## src/rtl/inst_dispatch.sv

```systemverilog
// inst_dispatch: pops instructions from a FWFT FIFO and issues them to the compute engine or DMA channels once their dependencies are free.
module inst_dispatch #(
    parameter int INST_LEN = 256,
    parameter int N_CH     = 4,
    parameter int CNT_W    = 32
) (
    input  logic                         clk,
    input  logic                         rst_n,
    input  logic [INST_LEN-1:0]          instruct,
    input  logic                         inst_empty,
    output logic                         inst_req,
    input  logic                         cmp_idle,
    output logic                         cmp_conf,
    input  logic [N_CH-1:0]              ch_idle,
    output logic [N_CH-1:0]              ch_conf,
    output logic [INST_LEN-4-(N_CH+1)-1:0] payload,
    output logic                         err,
    output logic                         done,
    output logic [CNT_W-1:0]             issue_cnt,
    output logic [CNT_W-1:0]             stall_cnt
);
    localparam int PW = INST_LEN - 5 - N_CH;
    localparam logic [N_CH:0] ONE = 1;

    typedef enum logic [1:0] {FETCH, CHECK, HALTED} state_t;
    state_t state, state_nx;

    logic [INST_LEN-1:0] inst;
    logic [N_CH:0]       pend, idle, free, dep, tgt, set;
    logic [3:0]          typ;
    logic                legal, halt, ok, pop, issue, stall;

    // Resource vector: bit 0 is compute, bit k is channel k-1.
    assign idle  = {ch_idle, cmp_idle};
    assign free  = idle & ~pend;
    assign typ   = inst[3:0];
    assign dep   = inst[4+N_CH:4];
    assign halt  = typ == 4'hf;
    assign legal = typ <= 4'(N_CH);
    assign tgt   = legal ? ONE << typ : '0;
    assign ok    = ((tgt | dep) & ~free) == '0;
    assign set   = issue ? tgt : '0;
    assign stall = state == CHECK && !pop;
    assign done  = state == HALTED;

    always_comb begin
        state_nx = state;
        pop      = 1'b0;
        issue    = 1'b0;
        case (state)
            FETCH: if (!inst_empty && !inst_req) state_nx = CHECK;
            CHECK: begin
                pop   = halt ? &free : !legal || ok;
                issue = legal && ok;
                if (pop) state_nx = halt ? HALTED : FETCH;
            end
            default: state_nx = HALTED;
        endcase
    end

    // While inst_req is high the FIFO head is stale, so FETCH waits a cycle.
    always_ff @(posedge clk) begin
        if (!rst_n) begin
            state     <= FETCH;
            inst_req  <= 1'b0;
            cmp_conf  <= 1'b0;
            ch_conf   <= '0;
            payload   <= '0;
            err       <= 1'b0;
            pend      <= '0;
            issue_cnt <= '0;
            stall_cnt <= '0;
        end else begin
            state               <= state_nx;
            inst_req            <= pop;
            {ch_conf, cmp_conf} <= set;
            pend                <= set | (pend & idle);
            err                 <= err | (state == CHECK && !legal && !halt);
            if (issue) payload <= inst[INST_LEN-1 -: PW];
            if (issue && !(&issue_cnt)) issue_cnt <= issue_cnt + 1'b1;
            if (stall && !(&stall_cnt)) stall_cnt <= stall_cnt + 1'b1;
        end
    end

    always_ff @(posedge clk) begin
        if (state == FETCH && state_nx == CHECK) inst <= instruct;
    end
endmodule
```

## config.mk

```make
export PLATFORM = sky130hd
export DESIGN_NAME = inst_dispatch
export DESIGN_NICKNAME = d
export VERILOG_FILES = /design/src/rtl/inst_dispatch.sv
export SDC_FILE = /design/constraint.sdc
export NUM_CORES = 1
export LEC_CHECK = 0
export BUFFER_PORTS_ARGS = -buffer_cell sky130_fd_sc_hd__clkbuf_2
export CAP_MARGIN = 20
export CORE_AREA = 4 4 223 225
export CTS_CLUSTER_SIZE = 24
export DETAILED_ROUTE_END_ITERATION = 16
export DIE_AREA = 0 0 227 229
export HOLD_SLACK_MARGIN = 0.12
export PLACE_DENSITY = 0.74
export SYNTH_ARGS = -nofsm -noshare
export SYNTH_HDL_FRONTEND = slang
export SYNTH_SLANG_ARGS = --single-unit
```

## constraint.sdc

```tcl
create_clock -name clk -period 33.2 [get_ports clk]
set_input_delay 3.32 -clock clk [delete_from_list [all_inputs] [get_ports clk]]
set_output_delay 3.32 -clock clk [all_outputs]
set_load 0.01 [all_outputs]
```

==> impl_metrics.tcl, run 1 <==
set metrics [dict create \
    crit_family "simple AND/OR/NAND/NOR gates" \
    syn_area_per_cell_um2 11.0 \
    antenna_found_initial 7 \
    p_leak_nw 9.76 \
    post_drt_wl_per_cell_um 19.2 \
    cts.reportedPaths.clkPinSlew_ns 0.06 \
    drive_gt1_frac 0.290 \
    p_clk_frac 0.449 \
    worstReg2RegEnd "payload[92]" \
    cts_setup_buffers 0 \
    syn_area_mm2 0.0201 \
    clockRootBuffer "clkbuf_16" \
    netSwitchingFraction 0.212 \
    drc 0 \
    pin_count 583 \
    min_to "payload[244]" \
    nFillCells 4036 \
    worstSetupPathType "in2reg" \
    worstHoldPathType "reg2reg" \
    comb_power_share 0.036 \
    grt_max_degree 174 \
    finalSetupTns_ns 0 \
    drt_wl_total_um 58200 \
    seq_area_frac_synth 0.706 \
    start_util 0.423 \
    final_area_mm2 0.0255 \
    hp-start "payload[244]" \
    vias 15843 \
    postRouteAntennaNets 0 \
    maxCapViolations 0 \
    syn_to_final_growth_pct 26.8 \
    seq_power_share 0.515 \
    cts_tree "done" \
    cp.required_ns 33.72 \
    cp-start-kind "input pin" \
    rsz0062_at_grt "false" \
    r2r_slack_ns 29.09 \
    synth_ff_type "dfxtp_1" \
    worstMarginPinSlew_ns 1.38 \
    fin_nets 2625 \
    maxSlewViolCount 0 \
    power.switching_mw 0.323 \
    synth_edf_count 256 \
    cts_hold_buffers 0 \
    regToRegStartpoint "inst[3]" \
    crit_fanout 98 \
    routabilityCongestion 0.884 \
    placed_area_mm2 0.0234 \
    slowest_stage "buf_4" \
    port_buffers 582 \
    power.internal_mw 1.21 \
    hold_viol 0 \
    fmax_mhz 171 \
    status "complete, no violations" \
    synth_cell_types 48 \
    finalCriticalPeriod_ns 5.86 \
    setup_viol 0 \
    async_flop_share 0 \
    yosys_warnings 0 \
    htreeDepth 2 \
    min_path_cells 2 \
    p_per_area_mw_per_mm2 59.9 \
    cts_buffers 58 \
    num_rows 80 \
    clockBufferDepth 3 \
    clock_skew_ns 0.0225 \
    hpwl_um 39400 \
    path_cells "clkbuf_2, nor2b_1, o21bai_1, and2_1, and3_4, buf_4, nand2_1, a21oi_1" \
    synth_cells 1821 \
    grt_pass1_wl_um 87900 \
    max_stage_delay_ns 0.90 \
    timing.final.crit_share 0.176 \
    first_global_vias 15562 \
    path_buf_inv 2 \
    clkSinkCount 581 \
    grt-ovfl-total 0 \
    fp.dieW_um 227 \
    crit_path_end_kind "flip-flop" \
    first_pass_iters 6 \
    grtUsageTotal 0.213 \
    worstRegToRegCells 8 \
    via_per_inst 5.24 \
    critPathArrivalTime_ns 6.38 \
    syn_nets 2087 \
    drtIter0Drc 1185 \
    dieArea_mm2 0.0520 \
    ys_seq_elements 581 \
    insertion_delay_ns 0.62 \
    post_cts_resized 0 \
    die_h_um 229 \
    coreArea_mm2 0.0475 \
    relSlewSlack 0.0802 \
    ir_worst_vdd_v 0.0000517 \
]
[tightest hold or removal path: cells and delay by family (launching register included)]
family | cells | cell delay, ns
AOI/OAI and AO/OA | 1 | 0.05
DFF | 1 | 0.30
and+or+nand+nor | 1 | 0.05
[layout make-up]
class                           count  area (um2)  share of cell area
Clock buffer                       83        1680              0.0657
Multi-Input combinational cell   1109        5400               0.212
Tap cell                          615         769              0.0302
Clock inverter                     27         364              0.0143
Antenna cell                        2        5.00            0.000196
Sequential cell                   581       14200               0.556
Timing Repair Buffer              595        3040               0.119
Inverter                           14        60.1             0.00235
[registers in the layout, summed over array words and instances (netlist names)]
name,count
inst_req,1
issue_cnt,32
payload,247
cmp_conf,1
err,1
stall_cnt,32
state,2
pend,5
inst,256
ch_conf,4
[cell usage after synthesis, types with 2 or more instances]
cell	n	area [um2]
nand3_1	23	115
nand4_1	17	106
o21ai_1	15	75.1
nor4b_1	3	26.3
nor4_1	20	125
o31a_1	5	43.8
inv_1	12	45.0
nor3_1	4	20.0
and3_1	17	106
ha_1	2	25.0
edfxtp_1	256	7690
buf_4	2	15.0
mux2i_1	15	150
o21a_1	9	67.6
and4_1	12	105
or4_1	27	203
nand2_1	554	2080
nand2b_1	12	75.1
clkbuf_1	74	278
nor2b_1	3	18.8
or3_1	14	87.6
o211ai_1	2	15.0
nor2_1	8	30.0
buf_2	41	205
a21oi_1	295	1480
o21bai_1	3	22.5
dfxtp_1	325	6510
nor4bb_1	2	20.0
o31ai_1	26	195
o22ai_1	2	12.5
and2_1	4	25.0
[power groups by stage]
stage,combinational [mW],sequential (mW),clock (mW)
2_1_floorplan,0.0238,0.821,0
3_3_place_gp,0.0523,0.802,0
3_5_place_dp,0.0537,0.803,0
4_1_cts,0.0540,0.788,0.700
5_1_grt,0.0600,0.789,0.733
6_report,0.0543,0.787,0.687
[through the flow]
stage,total power [mW],setup WS (ns),instances,hold WS [ns],util
floorplan,0.845,4.11,1821,0.437,-
global placement,0.854,26.98,2913,0.442,0.493
detailed placement,0.857,26.85,2913,0.446,0.493
CTS,1.54,27.40,3023,0.454,0.536
global route,1.58,27.20,3026,0.471,0.537
finish,1.53,27.34,3026,0.452,0.537
[layout by cell type (no fill, tap or decap), drive strengths merged, types with 2 or more instances in the layout]
cell type	n
a21oi	295
and2	4
and3	17
and4	13
buf	13
bufinv	7
clkbuf	665
clkinv	14
clkinvlp	3
dfxtp	325
diode	2
edfxtp	256
ha	2
inv	17
mux2i	15
nand2	554
nand2b	12
nand3	23
nand4	17
nor2	8
nor2b	3
nor3	4
nor4	21
nor4b	3
nor4bb	2
o211ai	2
o21a	9
o21ai	16
o21bai	3
o22ai	2
o31a	5
o31ai	26
or3	14
or3b	2
or4	27
[cells by family after synthesis]
family | share of synthesized area
flops | 0.706
mux | 0.00746
xor+xnor | 0.000435
fa+ha+maj | 0.00124
buf+inv | 0.0274
simple gates | 0.160
compound gates | 0.0982
[per-layer routing]
metal,GRT usage,vias up,wire (um)
li1,-,7454,-
met1,0.248,7568,21400
met2,0.366,657,28900
met3,0.0643,154,5110
met4,0.0893,10,2650
met5,0,-,81
[worst max path at each step]
stage,startpoint,to,slack [ns],depth (start not counted)
after detailed placement,ch_idle[1],payload[8],26.85,8
final,ch_idle[1],payload[92],27.34,8
after floorplan,inst_empty,state[0],4.11,2
after global placement,ch_idle[3],payload[100],26.98,8
after global routing,ch_idle[3],payload[92],27.20,8
after CTS,ch_idle[3],payload[92],27.40,8
Note: power is estimated with default switching activity, not from simulation.
==> run 2: changes to the inputs <==
Settings changed: CORE_AREA 4 4 223 225 to 4 4 227 229, DIE_AREA 0 0 227 229 to 0 0 231 233, PLACE_DENSITY 0.74 to 0.75.
Clock period 33.2 ns to 4.8 ns, I/O delays scaled along.
==> run 2 against run 1 <==
- sequential power rose to 6.9 times the previous value
- core utilization grew 3.2 points
- sequential share of layout area decreased by 5.3 points
- critical path type is now reg2reg
- largest cell class unchanged
- worst setup slack got worse by 26 ns
- final cell count increased by 11%
- clock power grew to 6.6 times the previous value
- combinational power grew to 11 times the previous value
- register-to-register slack lost 28 ns
- global-route usage rose by 2.0 points
- flip-flop and latch count stayed put
==> impl_metrics.tcl, run 2 (synthesis results as in run 1) <==
set metrics [dict create \
    drt_wl_total_um 66300 \
    antenna_found_initial 9 \
    cp.depth 6 \
    timing.final.crit_share 0.679 \
    seq_power_share 0.516 \
    first_pass_iters 6 \
    worstReg2RegEnd "issue_cnt[10]" \
    p_leak_nw 10.9 \
    drc 0 \
    nFillCells 3854 \
    routabilityCongestion 0.913 \
    comb_power_share 0.055 \
    cts_hold_buffers 259 \
    setup_slack_ns 1.54 \
    grt_pass1_wl_um 99400 \
    coreArea_mm2 0.0497 \
    power.switching_mw 2.36 \
    regToRegStartpoint "inst[1]" \
    drtIter0Drc 1392 \
    max_flop_register "inst" \
    worstMarginPinSlew_ns 1.27 \
    grt-ovfl-total 0 \
    seq_area_mm2 0.0142 \
    dp.cells 2979 \
    crit_path_end_kind "flip-flop" \
    start_util 0.405 \
    critPathLaunch "inst[1]" \
    final_util 0.568 \
    htreeDepth 2 \
    fp.dieW_um 231 \
    crit_fanout 22 \
    top_regs "inst x256, payload x247" \
    ir_worst_vdd_v 0.000334 \
    cts_buffers 58 \
    fmax_mhz 307 \
    critPathArrivalTime_ns 3.77 \
    worstHoldPathType "in2reg" \
    mostFrequentLayoutCell "clkbuf_2" \
    cp.required_ns 5.31 \
    p_per_area_mw_per_mm2 374 \
    finalSetupTns_ns 0 \
    status "complete, no violations" \
    hold_viol 0 \
    setup_viol 0 \
    grt_max_degree 177 \
    cp-start-kind "flip-flop" \
    clockBufferDepth 3 \
    hpwl_um 40300 \
    largest_register_ffs 256 \
    maxCapViolations 0 \
    finalCriticalPeriod_ns 3.26 \
    r2r_slack_ns 1.54 \
    clkSinkCount 581 \
    worstSetupPathType "reg2reg" \
    path_buf_inv 1 \
    cts_tree "done" \
    final_cell_mix "clkbuf_2 (582), nand2_1 (554), dfxtp_1 (325), a21oi_1 (295), dlygate4sd3_1 (259)" \
    p_clk_frac 0.429 \
    clock_skew_ns 0.0249 \
    multi_input_area_mm2 0.00541 \
    cts.reportedPaths.clkPinSlew_ns 0.07 \
    first_global_vias 17603 \
    fin_nets 2892 \
    die_h_um 233 \
    num_rows 82 \
    worstRegToRegCells 6 \
    setup.worst_path.end "issue_cnt[10]" \
    max_stage_delay_ns 0.87 \
    drive_gt1_frac 0.265 \
    grtUsageTotal 0.233 \
    rsz0062_at_grt "false" \
    slowest_stage "nand4_1" \
    relSlewSlack 0.152 \
    stdcell_count 3356 \
    clockRootBuffer "clkbuf_16" \
    power.internal_mw 8.20 \
    port_buffers 582 \
    netSwitchingFraction 0.223 \
    via_per_inst 5.23 \
    postRouteAntennaNets 0 \
    vias 17549 \
    post_drt_wl_per_cell_um 19.8 \
    syn_to_final_growth_pct 40.2 \
    preCtsSetupSlack_ns 1.58 \
    pin_count 583 \
    path_cells "o21a_1, nor4_1, nand4_1, buf_4, or3_1, a21oi_1" \
    post_cts_resized 0 \
    crit_family "simple AND/OR/NAND/NOR gates" \
    maxSlewViolCount 0 \
    dieArea_mm2 0.0538 \
    insertion_delay_ns 0.61 \
    cts_setup_buffers 0 \
]
## run 2: changes by cell type in the layout (fill, tap and decap cells not counted), moves of 4 or more
cell	delta
buf_12	+8
bufinv_16	-4
clkbuf_1	-7
clkinv_2	+9
diode_2	+6
dlygate4sd3_1	+259
## run 2: how the worst min path moves through the flow
stage	from	end	slack (ns)	depth (start not counted)
global route	ch_idle[2]	pend[3]	0.19	3
floorplan	pend[2]	pend[2]	0.44	2
CTS	ch_idle[2]	pend[3]	0.14	3
finish	ch_idle[2]	pend[3]	0.22	3
global placement	err	err	0.44	2
detailed placement	err	err	0.44	2
## run 2: worst reg2reg max path: cells and delay by family (launching register included)
kind	cells	cell delay, ns
compound gates	2	0.40
buf+inv	1	0.50
flops	1	0.47
simple gates	3	1.82
## run 2: layout make-up
cell class              count  area share
flip-flops and latches    581       0.503
clock inverters            37      0.0108
repair buffers            862       0.205
diodes                      8    0.000710
inverters                  14     0.00213
clock buffers              73      0.0570
well taps                 672      0.0298
multi-input cells        1109       0.192
## run 2: routing by layer
metal  share of wire  track usage
met2            0.49        0.396
met5         0.00033            0
met1            0.36        0.267
met3           0.085       0.0644
met4           0.060        0.128
## run 2: metrics by stage
step	power, mW	cell area, um2	hold slack [ns]
3_5_place_dp	5.94	23700	0.440
3_3_place_gp	5.92	23700	0.437
5_1_grt	10.9	28200	0.195
6_report	10.6	28200	0.221
2_1_floorplan	5.75	20100	0.437
4_1_cts	10.6	28200	0.139
## run 2: power by group through the flow
stage	Combinational (mW)	Sequential, mW	Clock [mW]
4_1_cts	0.566	5.44	4.57
3_5_place_dp	0.387	5.55	0
3_3_place_gp	0.376	5.54	0
2_1_floorplan	0.165	5.58	0
5_1_grt	0.620	5.46	4.83
6_report	0.581	5.45	4.53
